===== config.mk =====
export PLATFORM = sky130hd
export DESIGN_NAME = load_store_unit
export DESIGN_NICKNAME = d
export VERILOG_FILES = /design/src/rtl/load_store_unit.sv
export SDC_FILE = /design/constraint.sdc
export NUM_CORES = 1
export LEC_CHECK = 0
export BUFFER_PORTS_ARGS = -buffer_cell sky130_fd_sc_hd__buf_2
export CELL_PAD_IN_SITES_DETAIL_PLACEMENT = 2
export CELL_PAD_IN_SITES_GLOBAL_PLACEMENT = 2
export CORE_MARGIN = 3
export CORE_UTILIZATION = 32
export DETAILED_ROUTE_END_ITERATION = 7
export PLACE_DENSITY = 0.95
export SLEW_MARGIN = 20
export SYNTH_ARGS = -nofsm -noshare
export SYNTH_HDL_FRONTEND = slang
export SYNTH_SLANG_ARGS = --single-unit

===== constraint.sdc =====
create_clock -name clk_i -period 3.72 [get_ports clk_i]
set_input_delay 0.558 -clock clk_i [delete_from_list [all_inputs] [get_ports clk_i]]
set_output_delay 0.558 -clock clk_i [all_outputs]
set_load 0.01 [all_outputs]

===== src/rtl/load_store_unit.sv =====
// Load/store unit: bridges datapath load/store requests onto a simple
// req/gnt/rvalid bus with a four-state FSM (IDLE, REQ, WAIT, DONE).
// Optional macro LSU_SUBWORD_EN adds byte/half accesses (lane enables,
// store replication, load lane select with sign/zero extension); without
// it every access is a full word.
module load_store_unit (
  input  logic        clk_i,
  input  logic        reset_ni,
  input  logic        mem_read_i,
  input  logic        mem_write_i,
  input  logic [1:0]  size_i2,
  input  logic        unsigned_i,
  input  logic [31:0] addr_i32,
  input  logic [31:0] wdata_i32,
  output logic [31:0] rdata_o32,
  output logic        stall_o,
  output logic        misalign_o,
  output logic        bus_req_o,
  output logic        bus_we_o,
  output logic [31:0] bus_addr_o32,
  output logic [3:0]  bus_be_o4,
  output logic [31:0] bus_wdata_o32,
  input  logic        bus_gnt_i,
  input  logic        bus_rvalid_i,
  input  logic [31:0] bus_rdata_i32
);

  typedef enum logic [1:0] {IDLE, REQ, WAIT, DONE} state_t;

  state_t      state_q, state_d;
  logic        req;
  logic        aligned;
  logic        start;
  logic        capture;
  logic [3:0]  be_d;
  logic [31:0] wdata_d;
  logic [31:0] load_fmt;
  logic [31:0] rdata_q;

  assign req = mem_read_i | mem_write_i;

`ifdef LSU_SUBWORD_EN
  logic [1:0] off_q;
  logic [1:0] size_q;
  logic       uns_q;
  logic [7:0] lane_b;
  logic [15:0] lane_h;

  // Alignment, byte enables and lane-replicated store data from request size
  always_comb begin
    aligned = 1'b1;
    be_d    = '1;
    wdata_d = wdata_i32;
    case (size_i2)
      2'b00: begin
        be_d    = 4'b0001 << addr_i32[1:0];
        wdata_d = {4{wdata_i32[7:0]}};
      end
      2'b01: begin
        aligned = ~addr_i32[0];
        be_d    = 4'b0011 << addr_i32[1:0];
        wdata_d = {2{wdata_i32[15:0]}};
      end
      default: aligned = (addr_i32[1:0] == 2'b00);
    endcase
  end

  // Select the addressed lane of the read word and extend it
  always_comb begin
    lane_b   = bus_rdata_i32[{off_q, 3'b000} +: 8];
    lane_h   = off_q[1] ? bus_rdata_i32[31:16] : bus_rdata_i32[15:0];
    load_fmt = bus_rdata_i32;
    case (size_q)
      2'b00:   load_fmt = {{24{~uns_q & lane_b[7]}}, lane_b};
      2'b01:   load_fmt = {{16{~uns_q & lane_h[15]}}, lane_h};
      default: load_fmt = bus_rdata_i32;
    endcase
  end

  // Remember access shape for formatting the returned word
  always_ff @(posedge clk_i or negedge reset_ni) begin
    if (!reset_ni) begin
      off_q  <= '0;
      size_q <= '0;
      uns_q  <= 1'b0;
    end else if (start) begin
      off_q  <= addr_i32[1:0];
      size_q <= size_i2;
      uns_q  <= unsigned_i;
    end
  end
`else
  logic unused_cfg;

  assign unused_cfg = ^{size_i2, unsigned_i};
  assign aligned    = (addr_i32[1:0] == 2'b00);
  assign be_d       = '1;
  assign wdata_d    = wdata_i32;
  assign load_fmt   = bus_rdata_i32;
`endif

  assign start   = (state_q == IDLE) & req & aligned;
  // Read data is taken on rvalid in WAIT, or in REQ when it coincides with gnt
  assign capture = bus_rvalid_i & ~bus_we_o &
                   (((state_q == REQ) & bus_gnt_i) | (state_q == WAIT));

  // State register
  always_ff @(posedge clk_i or negedge reset_ni) begin
    if (!reset_ni) state_q <= IDLE;
    else           state_q <= state_d;
  end

  // Next-state logic
  always_comb begin
    state_d = state_q;
    case (state_q)
      IDLE: if (start) state_d = REQ;
      REQ:  if (bus_gnt_i) state_d = bus_rvalid_i ? DONE : WAIT;
      WAIT: if (bus_rvalid_i) state_d = DONE;
      DONE: state_d = IDLE;
      default: state_d = IDLE;
    endcase
  end

  // Outputs; stall/misalign are gated by reset so they read 0 while it is held
  always_comb begin
    bus_req_o  = (state_q == REQ);
    stall_o    = reset_ni & (start | (state_q == REQ) | (state_q == WAIT));
    misalign_o = reset_ni & (state_q == IDLE) & req & ~aligned;
    rdata_o32  = rdata_q;
  end

  // Bus request fields registered at acceptance, load result on capture
  always_ff @(posedge clk_i or negedge reset_ni) begin
    if (!reset_ni) begin
      bus_we_o      <= 1'b0;
      bus_addr_o32  <= '0;
      bus_be_o4     <= '0;
      bus_wdata_o32 <= '0;
      rdata_q       <= '0;
    end else begin
      if (start) begin
        bus_we_o      <= mem_write_i;
        bus_addr_o32  <= {addr_i32[31:2], 2'b00};
        bus_be_o4     <= be_d;
        bus_wdata_o32 <= wdata_d;
      end
      if (capture) rdata_q <= load_fmt;
    end
  end

endmodule


==> results of run 1 <==
## kinds of logic (layout without fill, tap and decap cells)
group                    count (synthesis)  in the layout
adder cells (fa/ha/maj)                  4              4
AO/OA/AOI/OAI                           11             11
flip-flops                              98             98
AND/OR/NAND/NOR                          6              6
other                                    1              2
multiplexers                            95             95
buffers and inverters                   19            227
## metal layers
| layer | vias to the layer above | wire length [µm] |
|---|---|---|
| met5 | - | 0 |
| met4 | 0 | 271 |
| met3 | 20 | 752 |
| met2 | 113 | 6780 |
| met1 | 1374 | 3990 |
| li1 | 1219 | - |
## through the flow
step           setup WS (ps)  hold WS (ps)  cells  power (mW)
6_report                1160           234    611        4.77
3_3_place_gp            1570           465    595        3.79
3_5_place_dp            1510           474    595        3.95
5_1_grt                 1040           276    611        5.07
2_1_floorplan           1780           262    235        3.09
4_1_cts                 1120           250    611        4.87
## registers in the layout (all words and copies together) (netlist names)
name	count
rdata_o32	32
state_q	2
bus_wdata_o32	32
bus_be_o4	1
bus_we_o	1
bus_addr_o32	30
## layout by cell type, fill, tap and decap left out
| cell type | count |
|---|---|
| nor2_1 | 2 |
| a21oi_1 | 1 |
| mux2_2 | 45 |
| conb_1 | 2 |
| ha_1 | 4 |
| a21oi_2 | 1 |
| o31ai_1 | 1 |
| clkbuf_16 | 9 |
| a31o_2 | 1 |
| mux2_1 | 2 |
| clkbuf_8 | 1 |
| clkbuf_1 | 1 |
| o21ai_2 | 1 |
| inv_1 | 4 |
| a31oi_1 | 2 |
| o31a_1 | 1 |
| or2_2 | 2 |
| buf_2 | 202 |
| clkinv_4 | 2 |
| inv_6 | 1 |
| clkinvlp_4 | 1 |
| mux2_4 | 48 |
| a22oi_1 | 1 |
| o21ai_0 | 1 |
| a211oi_1 | 1 |
| clkinv_2 | 1 |
| dfrtp_1 | 98 |
| buf_4 | 5 |
| nor3_4 | 2 |
## cell usage after synthesis (all sizes together)
cell	number	share of area
dfrtp	98	0.60
mux2	95	0.31
a31oi	2	0.0031
a21oi	2	0.0034
o31a	1	0.0021
ha	4	0.012
buf	15	0.047
o21ai	2	0.0034
or2	2	0.0031
a22oi	1	0.0018
conb	1	0.00092
o31ai	1	0.0018
a31o	1	0.0021
a211oi	1	0.0018
nor3	2	0.0079
inv	4	0.0037
nor2	2	0.0018
## power by group through the flow
stage	logic, mW	clock network, mW	registers, mW
finish	1.98	0.880	1.91
global placement	1.92	0	1.87
global route	2.13	0.956	1.99
detailed placement	2.01	0	1.94
floorplan	0.946	0	2.15
CTS	2.03	0.917	1.92
## worst max-delay path, delay by kind of cell, from the launching register on
| kind | cells | cell delay, ps |
|---|---|---|
| simple gates | 1 | 120 |
| buf+inv | 3 | 650 |
| compound gates | 2 | 260 |
| flops | 1 | 400 |
| fa+ha+maj | 1 | 220 |
## cell type report
type	instances	area, µm²	area share
well taps	168	210	0.0386
inverters	4	15.0	0.00276
multi-input cells	118	1440	0.264
clock buffers	11	243	0.0446
clock inverters	5	38.8	0.00712
repair buffers	207	1050	0.192
flip-flops and latches	98	2450	0.450
## path summary, 6_finish.rpt
| check | to | startpoint | cells past startpoint |
|---|---|---|---|
| max | stall_o | state_q[0]$_DFFE_PN0P_ | 7 |
| min | rdata_o32[4]$_DFFE_PN0P_ | reset_ni | 1 |
| max reg2reg | bus_wdata_o32[10]$_DFFE_PN0P_ | state_q[0]$_DFFE_PN0P_ | 6 |
| min reg2reg | rdata_o32[4]$_DFFE_PN0P_ | rdata_o32[4]$_DFFE_PN0P_ | 1 |
| max in group asynchronous | bus_be_o4[0]$_DFFE_PN0P_ | reset_ni | 2 |
| min in group clk_i | rdata_o32[4]$_DFFE_PN0P_ | bus_rdata_i32[4] | 2 |
==> metrics.yaml, run 1 <==
grt:
  first_global_vias: 3258
  use_met1: 0.164
  grt_pass1_wl_um: 18300
  use_met3: 0.0522
  grt-ovfl-total: 0
  grt_max_degree: 54
  use_met2: 0.329
  antenna_found_initial: 0
  busiest_layer: "met2"
  grt.total_usage: 0.169
clock_network:
  clk_latency_ps: 350
  tritoncts: "yes"
  cts_sinks: 98
  htreeDepth: 3
  clk_pin_slew_worst_paths_ps: 60
  cts_buffers: 9
  cts-root-buf: "clkbuf_16"
  ctsResizeCount: 0
  cts_setup_buffers: 0
  clockBufferDepth: 2
  postCtsHoldBufs: 0
routing:
  vias_per_cell: 4.46
  ant_nets: 0
  routed_wl_um: 11800
  drtIter0Drc: 89
  drtPass1Iterations: 4
  wl_per_cell_um: 19.3
  route.vias.total: 2726
  drc: 0
die:
  start_util: 0.334
  fp.coreArea_um2: 12300
  dieArea_um2: 14200
  design.portCount: 209
  die_y_um: 119
  rows: 40
  die_w_um: 119
placed_design:
  dpl_cell_area_um2: 5170
  gp_congestion: 0.708
  io_buffers: 203
  hpwl_um: 9250
cells_and_area:
  stdcell_area_um2: 5450
  syn_to_final_growth_pct: 32.9
  antenna_cells: 0
  final_nets: 547
  final_util: 0.444
  drive_gt1_frac: 0.727
  nFillCells: 1225
synth:
  synth_xor_xnor_area_share: 0
  synth.ff_latch_count: 98
  yosysWarnings: 0
  synth_compound_area_frac: 0.0195
  synth_cell_types: 24
  syn-cell-area_um2: 4100
  synth-simple-area-share: 0.0128
  synth_seq_area_share: 0.598
  synth_top_family_by_area: "multiplexers"
  yosys.area_share.adder: 0.0122
  synth_mux_area_frac: 0.305
  syn_inst: 234
  postSynthAreaPerCell_um2: 17.5
timing:
  hold_viol_final: 0
  slew_headroom: 0.492
  finalCritPeriodShare: 0.689
  finalSetupViolCount: 0
  finalSetupTns_ps: 0
  worst_pin_slew_ps: 762
  fmax_mhz: 390
  fin_crit_ps: 2560
  skew_ps: 5.48
  drv_slew: 0
  rsz0062_at_grt: "false"
worst_setup_path:
  end_kind: "output port"
  crit_slowest_cell: "dfrtp_1"
  critical_path_class: "reg2out"
  cp_max_fo: 20
  crit_chain: "inv_1 > ha_1 > o21ai_2 > nor3_4 > buf_4 > o31a_1 > buf_2"
  critPathArrivalTime_ps: 2000
  worst_setup_path_start_kind: "register"
  worst_path_largest_cell_delay_ps: 400
  worstPathRequired_ps: 3160
  regToRegSetupSlack_ps: 1550
power_and_ir_drop:
  p_clk_frac: 0.184
  vdd_drop_max_mv: 0.369
  combPwrFrac: 0.416
  p_int_mw: 3.16
  power.switching_fraction: 0.339
  leakage_nw: 2.75
  p_per_area_nw_per_um2: 876
  p_sw_mw: 1.62
  power_frac_seq: 0.400
job:
  maxCapViolCount: 0
worst_hold_path:
  hp-class: "in2async"
outcome:
  status: "finished, final reports clean"
Power figures use the tool's default switching activity.
==> inputs of run 2 (changes only) <==
Settings changed: CORE_UTILIZATION 32 to 29, PLACE_DENSITY 0.95 to 0.89.
Clock period 3.72 ns to 2.6 ns, I/O delays scaled along.
==> run 2 against run 1 <==
Sequential share of layout area fell by 0.41 points. Routed wire length is 0.39% higher. Cell count increased by 1.6%. Clock power increased by 47%. Sequential power is 43% higher. Via count up 0.22%. Count of clock-buffer cells in the layout up 1. Critical path depth decreased by 1.
==> metrics.yaml, run 2 (synthesized netlist as in run 1, its figures left out) <==
timing:
  finalCritPeriodShare: 0.799
  skew_ps: 4.48  # was 5.48 ps
  drv_slew: 0  # unchanged
  fmax_mhz: 482
  fin_crit_ps: 2080
  slew_headroom: 0.551  # was 0.492
  hold_viol_final: 0  # unchanged
  rsz0062_at_grt: "false"  # unchanged
  worst_pin_slew_ps: 674  # was 762 ps
  finalSetupTns_ps: 0  # unchanged
  finalSetupViolCount: 0  # unchanged
cells_and_area:
  stdcell_area_um2: 5500  # was 5450 µm²
  final_util: 0.407  # was 0.444
  syn_to_final_growth_pct: 34.2  # was 32.9%
  final_cell_mix: "buf_2 (202), dfrtp_1 (98), mux2_4 (48)"  # unchanged
  layout_commonest_cell: "buf_2"  # unchanged
  antenna_cells: 0  # unchanged
  drive_gt1_frac: 0.728  # was 0.727
  final_nets: 549  # was 547
clock_network:
  cts_buffers: 9  # unchanged
  ctsResizeCount: 0  # unchanged
  clk_latency_ps: 340  # was 350 ps
  clk_pin_slew_worst_paths_ps: 60  # about the same
  cts_setup_buffers: 0  # unchanged
  cts_sinks: 98  # unchanged
  tritoncts: "yes"  # unchanged
  clockBufferDepth: 2  # unchanged
  cts-root-buf: "clkbuf_16"  # unchanged
  postCtsHoldBufs: 1  # was 0
  htreeDepth: 3  # unchanged
routing:
  route.vias.total: 2732  # was 2726
  drc: 0  # unchanged
  routed_wl_um: 11800  # about the same
  wl_per_cell_um: 19.1  # was 19.3 µm
  ant_nets: 0  # unchanged
  vias_per_cell: 4.40  # was 4.46
  drtIter0Drc: 75  # was 89
  drtPass1Iterations: 4  # unchanged
outcome:
  status: "finished, final reports clean"  # unchanged
worst_setup_path:
  critical_path_class: "reg2out"  # unchanged
  cp_num_buf_inv: 2  # was 3
  worst_setup_path_start_kind: "register"  # unchanged
  cp_max_fo: 4  # was 20
  crit_slowest_cell: "dfrtp_1"  # unchanged
  cp_top_family: "flip-flops"  # was buffers and inverters
  critPathArrivalTime_ps: 1690  # was 2000 ps
  worstPathRequired_ps: 2210  # was 3160 ps
  crit_chain: "inv_1 > ha_1 > o21ai_2 > nor3_4 > o31a_1 > buf_2"  # was inv_1 > ha_1 > o21ai_2 > nor3_4 > buf_4 > o31a_1 > buf_2
  end_kind: "output port"  # unchanged
  worst_path_largest_cell_delay_ps: 400  # about the same
power_and_ir_drop:
  vdd_drop_max_mv: 0.409  # was 0.369 mV
  power.total_mw: 6.84  # was 4.77 mW
  p_per_area_nw_per_um2: 1240  # was 876 nW/µm²
  leakage_nw: 2.77  # was 2.75 nW
die:
  start_util: 0.303  # was 0.334
  rows: 42  # was 40
  dieArea_um2: 15600  # was 14200 µm²
  die_y_um: 125  # was 119 µm
  die_w_um: 125  # was 119 µm
  design.portCount: 209  # unchanged
  fp.coreArea_um2: 13500  # was 12300 µm²
grt:
  grt_pass1_wl_um: 18700  # was 18300 µm
  grt.total_usage: 0.155  # was 0.169
  first_global_vias: 3273  # was 3258
  grt-ovfl-total: 0  # unchanged
  grt_max_degree: 53  # was 54
  antenna_found_initial: 0  # unchanged
placed_design:
  gp_congestion: 0.750  # was 0.708
  hpwl_um: 9300  # was 9250 µm
  dpl_cell_area_um2: 5200  # was 5170 µm²
  io_buffers: 203  # unchanged
worst_hold_path:
  hp-class: "in2reg"  # was in2async
job:
  maxCapViolCount: 0  # unchanged
==> run 2: final timing paths <==
check | from | cells past startpoint | slack, ps | endpoint
max | state_q[0]$_DFFE_PN0P_ | 6 | 520 | stall_o
max in group asynchronous | reset_ni | 3 | 1350 | bus_wdata_o32[22]$_DFFE_PN0P_
max reg2reg | state_q[1]$_DFFE_PN0P_ | 6 | 640 | rdata_o32[6]$_DFFE_PN0P_
min | bus_rdata_i32[5] | 2 | 280 | rdata_o32[5]$_DFFE_PN0P_
min reg2reg | rdata_o32[4]$_DFFE_PN0P_ | 1 | 500 | rdata_o32[4]$_DFFE_PN0P_
min in group asynchronous | reset_ni | 2 | 410 | bus_we_o$_DFFE_PN0P_
==> run 2: metal layers <==
layer / up-vias / routed length (µm) / GRT usage
li1: 1224 / - / -
met1: 1379 / 4200 / 0.157
met2: 108 / 6850 / 0.300
met3: 21 / 455 / 0.0279
met4: 0 / 328 / 0.0759
met5: - / 0 / 0
==> run 2: layout make-up <==
class | count | area [µm²]
Fill cell | 1361 | 8010
Sequential cell | 98 | 2450
Multi-Input combinational cell | 118 | 1440
Timing Repair Buffer | 209 | 1080
Clock buffer | 12 | 267
Tap cell | 176 | 220
Clock inverter | 4 | 25.0
Inverter | 4 | 15.0
==> run 2: metrics by stage <==
stage | worst slack (ps) | hold slack (ps) | std cells
detailed placement | 624 | 194 | 604
global route | 400 | 256 | 621
floorplan | 830 | 94.4 | 235
finish | 523 | 275 | 621
global placement | 702 | 191 | 604
CTS | 474 | 255 | 621
==> run 2: report_power, final <==
group          switching (mW)  internal [mW]  leakage (nW)
Clock                   0.563          0.724         0.141
Combinational            1.29           1.54          1.45
Sequential              0.430           2.30          1.17
Total                    2.28           4.56          2.77
==> run 2: worst reg2reg max path, cell delays in order, from the launching register on <==
cell and delay (ps):
dfrtp_1 390, inv_1 120, ha_1 290, a21oi_2 110, nor3_4 130, buf_4 410
mux2_2 410
==> inputs of run 3 (changes only) <==
Clock period 2.6 ns to 2 ns, I/O delays scaled along.
==> run 3 against run 2 <==
Highest routed layer unchanged. Sequential share of layout area decreased by 1.2 points. Utilization grew 1.1 points. Die area unchanged. Routed wire length rose by 1.2%. Sequential power up 31%. Register-to-register slack lost 460 ps. Count of clock-buffer cells in the layout is the same. Setup slack worse by 430 ps.
==> metrics.yaml, run 3 (synthesized netlist as in run 1, its figures left out) <==
timing:
  finalSetupViolCount: 0  # unchanged
  drv_slew: 0  # unchanged
  slew_headroom: 0.633  # was 0.551
  finalCritPeriodShare: 0.954
  finalSetupTns_ps: 0  # unchanged
  skew_ps: 7.24  # was 4.48 ps
  worst_pin_slew_ps: 546  # was 674 ps
  hold_viol_final: 0  # unchanged
  layout_setup_ws_ps: 91.8  # was 523 ps
  rsz0062_at_grt: "false"  # unchanged
  fin_crit_ps: 1910
  fmax_mhz: 524
  hold_ws_ps: 6.94  # was 275 ps
worst_setup_path:
  cp_max_fo: 3  # was 4
  worst_setup_path_start_kind: "register"  # unchanged
  crit_slowest_cell: "dfrtp_1"  # unchanged
  worst_path_largest_cell_delay_ps: 370  # was 400 ps
  critPathArrivalTime_ps: 1610  # was 1690 ps
  crit_chain: "inv_2 > buf_4 > ha_1 > o31a_1 > buf_2"  # was inv_1 > ha_1 > o21ai_2 > nor3_4 > o31a_1 > buf_2
  critical_path_class: "reg2out"  # unchanged
  worstPathRequired_ps: 1700  # was 2210 ps
  end_kind: "output port"  # unchanged
placed_design:
  gp_congestion: 0.767  # was 0.750
  dpl_cell_area_um2: 5240  # was 5200 µm²
  dp.cells: 606  # was 604
  post-place-ws_ps: 105  # was 624 ps
  io_buffers: 203  # unchanged
  hpwl_um: 9290  # was 9300 µm
grt:
  grt.total_usage: 0.156  # was 0.155
  first_global_vias: 3324  # was 3273
  grt_pass1_wl_um: 19000  # was 18700 µm
  antenna_found_initial: 2  # was 0
  grt-ovfl-total: 0  # unchanged
  grt_max_degree: 45  # was 53
job:
  maxCapViolCount: 0  # unchanged
routing:
  routed_wl_um: 12000  # was 11800 µm
  route.vias.total: 2792  # was 2732
  ant_nets: 0  # unchanged
  vias_per_cell: 4.43  # was 4.40
  drc: 0  # unchanged
  drtPass1Iterations: 4  # unchanged
  wl_per_cell_um: 19.0  # was 19.1 µm
  drtIter0Drc: 77  # was 75
cells_and_area:
  fin_cells: 630  # was 621
  syn_to_final_growth_pct: 37.7  # was 34.2%
  final_nets: 556  # was 549
  layout_commonest_cell: "buf_2"  # unchanged
  stdcell_area_um2: 5640  # was 5500 µm²
  final_util: 0.418  # was 0.407
  final_cell_mix: "buf_2 (202), dfrtp_1 (98), mux2_4 (48)"  # unchanged
  drive_gt1_frac: 0.743  # was 0.728
  nFillCells: 1339  # was 1361
clock_network:
  htreeDepth: 3  # unchanged
  cts-root-buf: "clkbuf_16"  # unchanged
  clk_pin_slew_worst_paths_ps: 70  # was 60 ps
  clk_latency_ps: 340  # about the same
  cts_sinks: 98  # unchanged
  clockBufferDepth: 2  # unchanged
  cts_buffers: 9  # unchanged
  tritoncts: "yes"  # unchanged
  postCtsHoldBufs: 0  # was 1
power_and_ir_drop:
  p_per_area_nw_per_um2: 1650  # was 1240 nW/µm²
  leakage_nw: 2.83  # was 2.77 nW
  power.total_mw: 9.31  # was 6.84 mW
  vdd_drop_max_mv: 0.510  # was 0.409 mV
die:
  rows: 42  # unchanged
  fp.coreArea_um2: 13500  # unchanged
  dieArea_um2: 15600  # unchanged
  die_w_um: 125  # unchanged
  start_util: 0.303  # unchanged
  design.portCount: 209  # unchanged
  die_y_um: 125  # unchanged
worst_hold_path:
  hp-class: "in2async"  # was in2reg
outcome:
  status: "finished, final reports clean"  # unchanged
## run 3: routing by layer
layer  track usage  vias to the layer above  wire length, µm
met4        0.0778                        0              340
met3        0.0330                       20              542
li1              -                     1245                -
met5             0                        -                0
met1         0.154                     1421             4210
met2         0.305                      106             6890
## run 3: worst max-delay path, delay by kind of cell, from the launching register on
kind            cells  cell delay, ps
flops               1             370
compound gates      1             310
fa+ha+maj           1             240
buf+inv             3             350
## run 3: worst paths after layout
check,end,cells after the start,from,slack (ps)
setup / recovery,stall_o,5,state_q[0]$_DFFE_PN0P_,90
hold / removal,rdata_o32[27]$_DFFE_PN0P_,2,reset_ni,7
setup reg to reg,rdata_o32[12]$_DFFE_PN0P_,7,state_q[1]$_DFFE_PN0P_,180
hold reg to reg,bus_addr_o32[31]$_DFFE_PN0P_,1,bus_addr_o32[31]$_DFFE_PN0P_,500
max in group asynchronous,bus_addr_o32[2]$_DFFE_PN0P_,2,reset_ni,1600
min in group clk_i,bus_addr_o32[31]$_DFFE_PN0P_,2,addr_i32[31],190
## run 3: layout make-up
type                    count  area [µm²]  area share
clock inverters             4        72.6      0.0129
well taps                 176         220      0.0390
diodes                      2        5.00    0.000887
repair buffers            216        1160       0.205
flip-flops and latches     98        2450       0.434
inverters                   4        15.0     0.00266
clock buffers              12         267      0.0472
multi-input cells         118        1460       0.258
## run 3: what timing repair did
action,in CTS,in global routing
buffers inserted,5,1
setup endpoints to repair,1,1
gates resized for setup,5,1
pin swaps,1,1
## run 3: power breakdown
| group | switching, mW | internal, mW |
|---|---|---|
| combinational | 1.71 | 2.10 |
| clock | 0.730 | 1.20 |
| sequential | 0.576 | 2.99 |
